<file path="src/rtl/alu.sv">
// Registered 32-bit RV32I integer ALU for the execute stage.
// One-cycle latency; result and zero flag come from the same combinational value.
module alu (
  input  logic        clk,
  input  logic        rst_n,
  input  logic [31:0] in1,
  input  logic [31:0] in2,
  input  logic [3:0]  alu_control,
  output logic [31:0] alu_result,
  output logic        zero_flag
);

  typedef enum logic [3:0] {
    OP_AND  = 4'b0000,
    OP_OR   = 4'b0001,
    OP_ADD  = 4'b0010,
    OP_XOR  = 4'b0011,
    OP_SUB  = 4'b0100,
    OP_SLL  = 4'b0101,
    OP_SRL  = 4'b0110,
    OP_SRA  = 4'b0111,
    OP_SLT  = 4'b1000,
    OP_SLTU = 4'b1001
  } alu_op_t;

  logic [31:0] result_next;
  logic [4:0]  shamt;
  logic        lt_signed;
  logic        lt_unsigned;

  assign shamt       = in2[4:0];
  // Direct signed compare keeps SLT correct when in1 - in2 overflows.
  assign lt_signed   = $signed(in1) < $signed(in2);
  assign lt_unsigned = in1 < in2;

  always_comb begin
    result_next = 32'h0000_0000;
    case (alu_control)
      OP_AND:  result_next = in1 & in2;
      OP_OR:   result_next = in1 | in2;
      OP_ADD:  result_next = in1 + in2;
      OP_XOR:  result_next = in1 ^ in2;
      OP_SUB:  result_next = in1 - in2;
      OP_SLL:  result_next = in1 << shamt;
      OP_SRL:  result_next = in1 >> shamt;
      OP_SRA:  result_next = $unsigned($signed(in1) >>> shamt);
      OP_SLT:  result_next = {31'b0, lt_signed};
      OP_SLTU: result_next = {31'b0, lt_unsigned};
      default: result_next = 32'h0000_0000;
    endcase
  end

  always_ff @(posedge clk) begin
    if (!rst_n) begin
      alu_result <= 32'h0000_0000;
      zero_flag  <= 1'b1;
    end else begin
      alu_result <= result_next;
      zero_flag  <= (result_next == 32'h0000_0000);
    end
  end

endmodule

</file>
<file path="config.mk">
export PLATFORM = sky130hd
export DESIGN_NAME = alu
export DESIGN_NICKNAME = d
export VERILOG_FILES = /design/src/rtl/alu.sv
export SDC_FILE = /design/constraint.sdc
export NUM_CORES = 1
export LEC_CHECK = 0
export BUFFER_PORTS_ARGS = -buffer_cell sky130_fd_sc_hd__clkbuf_2
export CORE_MARGIN = 1
export CORE_UTILIZATION = 50
export DETAILED_ROUTE_END_ITERATION = 10
export HOLD_SLACK_MARGIN = 0.03
export PLACE_DENSITY = 0.72
export SYNTH_ARGS = -nofsm -noshare
export SYNTH_HDL_FRONTEND = slang
export SYNTH_SLANG_ARGS = --single-unit
export TNS_END_PERCENT = 1
</file>
<file path="constraint.sdc">
create_clock -name clk -period 4.65 [get_ports clk]
set_clock_uncertainty 0.15 [all_clocks]
set_input_delay 0.465 -clock clk [delete_from_list [all_inputs] [get_ports clk]]
set_output_delay 0.465 -clock clk [all_outputs]
set_load 0.01 [all_outputs]
</file>
==> results.md <==
- Top FF cell, synth: dfxtp_1
- YS warnings: 0
- CTS sink cnt: 33
- CP Max Fanout: 6
- Gr ovfl total: 0
- Drt via density: 7.39
- Post-synth EDFFs: 0
- Post-layout power: ~2.3 mW
- Slew @ Worst Pin: between 1000 and 1500 ps
- Clock tree buffer depth: 2
- Cell Pwr Density: 173 nW/um^2
- GRT Resource Usage Total: between 40% and 50%
- Slew Limit Fails: 0
- Top post-synthesis cells by area: ha_1 10%, mux4_2 10%, dfxtp_1 5.7%
- Post-CTS setup buffers: 0
- Area leader, netlist: ha_1
- Post-synthesis sequential area ratio: 5.70%
- Slew headroom: 7.62%
- Asr flop ratio synth: 0%
- Met3 WL: ~8300 um
- Residual DRC count: 0
- Routed met2 length: roughly 24000 um
- Hold Crit Class: in -> reg
- Synthesized area: 11600 sq um
- Starting Density: between 50 and 60%
- Setup TNS: 0 ps
- Max Freq: around 0.22 GHz
- Area grow syn2layout: 13.3%
- Port bufs: 102
- Hold_ws: 562 ps
- Max-cap check violation count: 0
- Startpoint types: primary input
- Crit end category: flop
- Hold-fix buffers, CTS: 0
- Largest net degree at the start of global routing: 49
- Post-synth top cells: 142 x nand2_1, 132 x nor2_1, 110 x a21oi_1, 97 x ha_1, 89 x inv_1
- Critical-path cell list: clkbuf_2 > inv_1 > ha_1 > fa_1 > nor2_1 > o311ai_0 > buf_4 > a21oi_1 > o2111ai_1 > a211oi_2 > a211oi_1 > o31ai_1 > and3_1 > and3b_1 > nand4_1 > o41ai_2
- CP required: 4680 ps
- Worst EP arrival: about 4500 ps
- Period utilisation layout: between 90% and 100%
- Final Hold Fails: 0
- Ratio of cells with drive above 1 in the final layout: between 20% and 30%
- WL final: 59500 um
- Root Driver: clkbuf_16
- Crit path kind: in -> reg
- Drt wl/cell: about 30 um
- Syn Area/Cell: 7.30 sq um
- CP top delay family: compound AO/OA/AOI/OAI gates
- Place WS: -44.0 ps
- Synth cell types: 91
- Post-route ant nets: 0
- Initial DRC Count: 2179
- Row cnt: 55
- DR top layer: met5
- Post-synthesis register bit count: 33
- Fin worst setup slack: around 150 ps
- Synthesized net count: ~1800
- Post-DP HPWL: roughly 47000 um
- Chip width: approximately 150 um
- VDD IR max: around 0.14 mV
- Post-layout min period: approximately 4500 ps
- Layout net count: between 1500 and 2000
- 1st-pass router iterations: 6
- Antenna violations before repair: 4
- Vias in the first global route: 13800
- Pleak: ~5.6 nW
- Global-route wire length before repair: between 80000 and 90000 um
- Chip height: 154 um
- Top-count cell post-synth: nand2_1
- TritonCTS clock tree: yes
- H-tree levels: 2
- Status: completed
- Endpoints failing setup: 0
- DIE AREA: 23800 sq um
- Routed met1 length: between 20000 and 25000 um
- # IOs: ~100
- Worst-path clk slew: around 50 ps
- RSZ-0062 raised after global routing: false
- Worst Path Buf+Inv: 3
- Core box area: approximately 23000 sq um
- Slowest stage cell, crit path: o31ai_1
- Top cell type's share of synthesized area: between 10% and 20%
- Critical path's largest stage delay: between 400 and 500 ps
- CTS buffer count: 5
- Antenna cells: 0
- Total number of vias: roughly 15000
- Global placer's final weighted congestion: about 1.1
- Syn Inst Count: between 1500 and 2000
where the power goes:
part | internal (mW) | switching [mW] | total, mW
Sequential | 0.308 | 0.00656 | 0.314
Combinational | 0.604 | 1.03 | 1.63
Clock | 0.210 | 0.115 | 0.324
stage by stage:
step | cells | util, % | cell area [sq um]
floorplan | 1589 | - | 11600
global placement | 1978 | 57.2 | 13000
detailed placement | 1978 | 57.2 | 13000
CTS | 1985 | 57.8 | 13100
global route | 1985 | 57.8 | 13100
finish | 1985 | 57.8 | 13100
state kept, by name, summed over array words and instances, names as in the netlist:
register    flops
zero_flag       1
alu_result     32
area by class of cell:
| type | instances | area, sq um |
|---|---|---|
| Multi-Input combinational cell | 1322 | 9970 |
| Fill cell | 2167 | 9580 |
| Timing Repair Buffer | 243 | 1650 |
| Sequential cell | 33 | 661 |
| Inverter | 95 | 357 |
| Tap cell | 285 | 357 |
| Clock buffer | 7 | 143 |
logic make-up after synthesis:
group / Yosys count / synth area share (%)
xor+xnor: 22 / 1.66
simple gates: 547 / 23.5
compound gates: 509 / 30.4
mux: 145 / 19.4
buf+inv: 234 / 8.54
flops: 33 / 5.70
fa+ha+maj: 99 / 10.8
cells in the final DEF (no fill, tap or decap), drive strengths merged, types with 10 or more instances in the layout:
master and n:
dfxtp 33, mux2 43, inv 92, a21oi 110
buf 144, and3 11, o221ai 24, nor4 14
nor2b 31, o211ai 28, a22oi 29, a211oi 31
o2111ai 10, a221oi 15, a31oi 18, o22ai 19
xnor2 19, o31ai 24, mux4 58, o21ai 79
a211o 10, nor2 132, nand2b 24, nand4 24
clkbuf 106, nor3 42, nand3 51, nand2 142
mux2i 44, a21o 15, and2 25, ha 97
timing repair:
item,CTS,global route
endpoints found under the setup margin,0,1
endpoints found under the hold margin,0,0
gates resized for setup,0,1
path summary, 6_finish.rpt:
check / startpoint / end / cells after the start / slack [ps]
max: in1[0] / zero_flag$_SDFF_PN1_ / 16 / 150
min: rst_n / zero_flag$_SDFF_PN1_ / 2 / 560
per-layer routing:
| metal | global-route usage (%) | vias up |
|---|---|---|
| met5 | 0 | - |
| met2 | 72.2 | 1261 |
| li1 | - | 6239 |
| met3 | 14.4 | 272 |
| met1 | 64.1 | 6891 |
| met4 | 30.2 | 8 |
No activity file was read; power rests on OpenSTA's default activity.
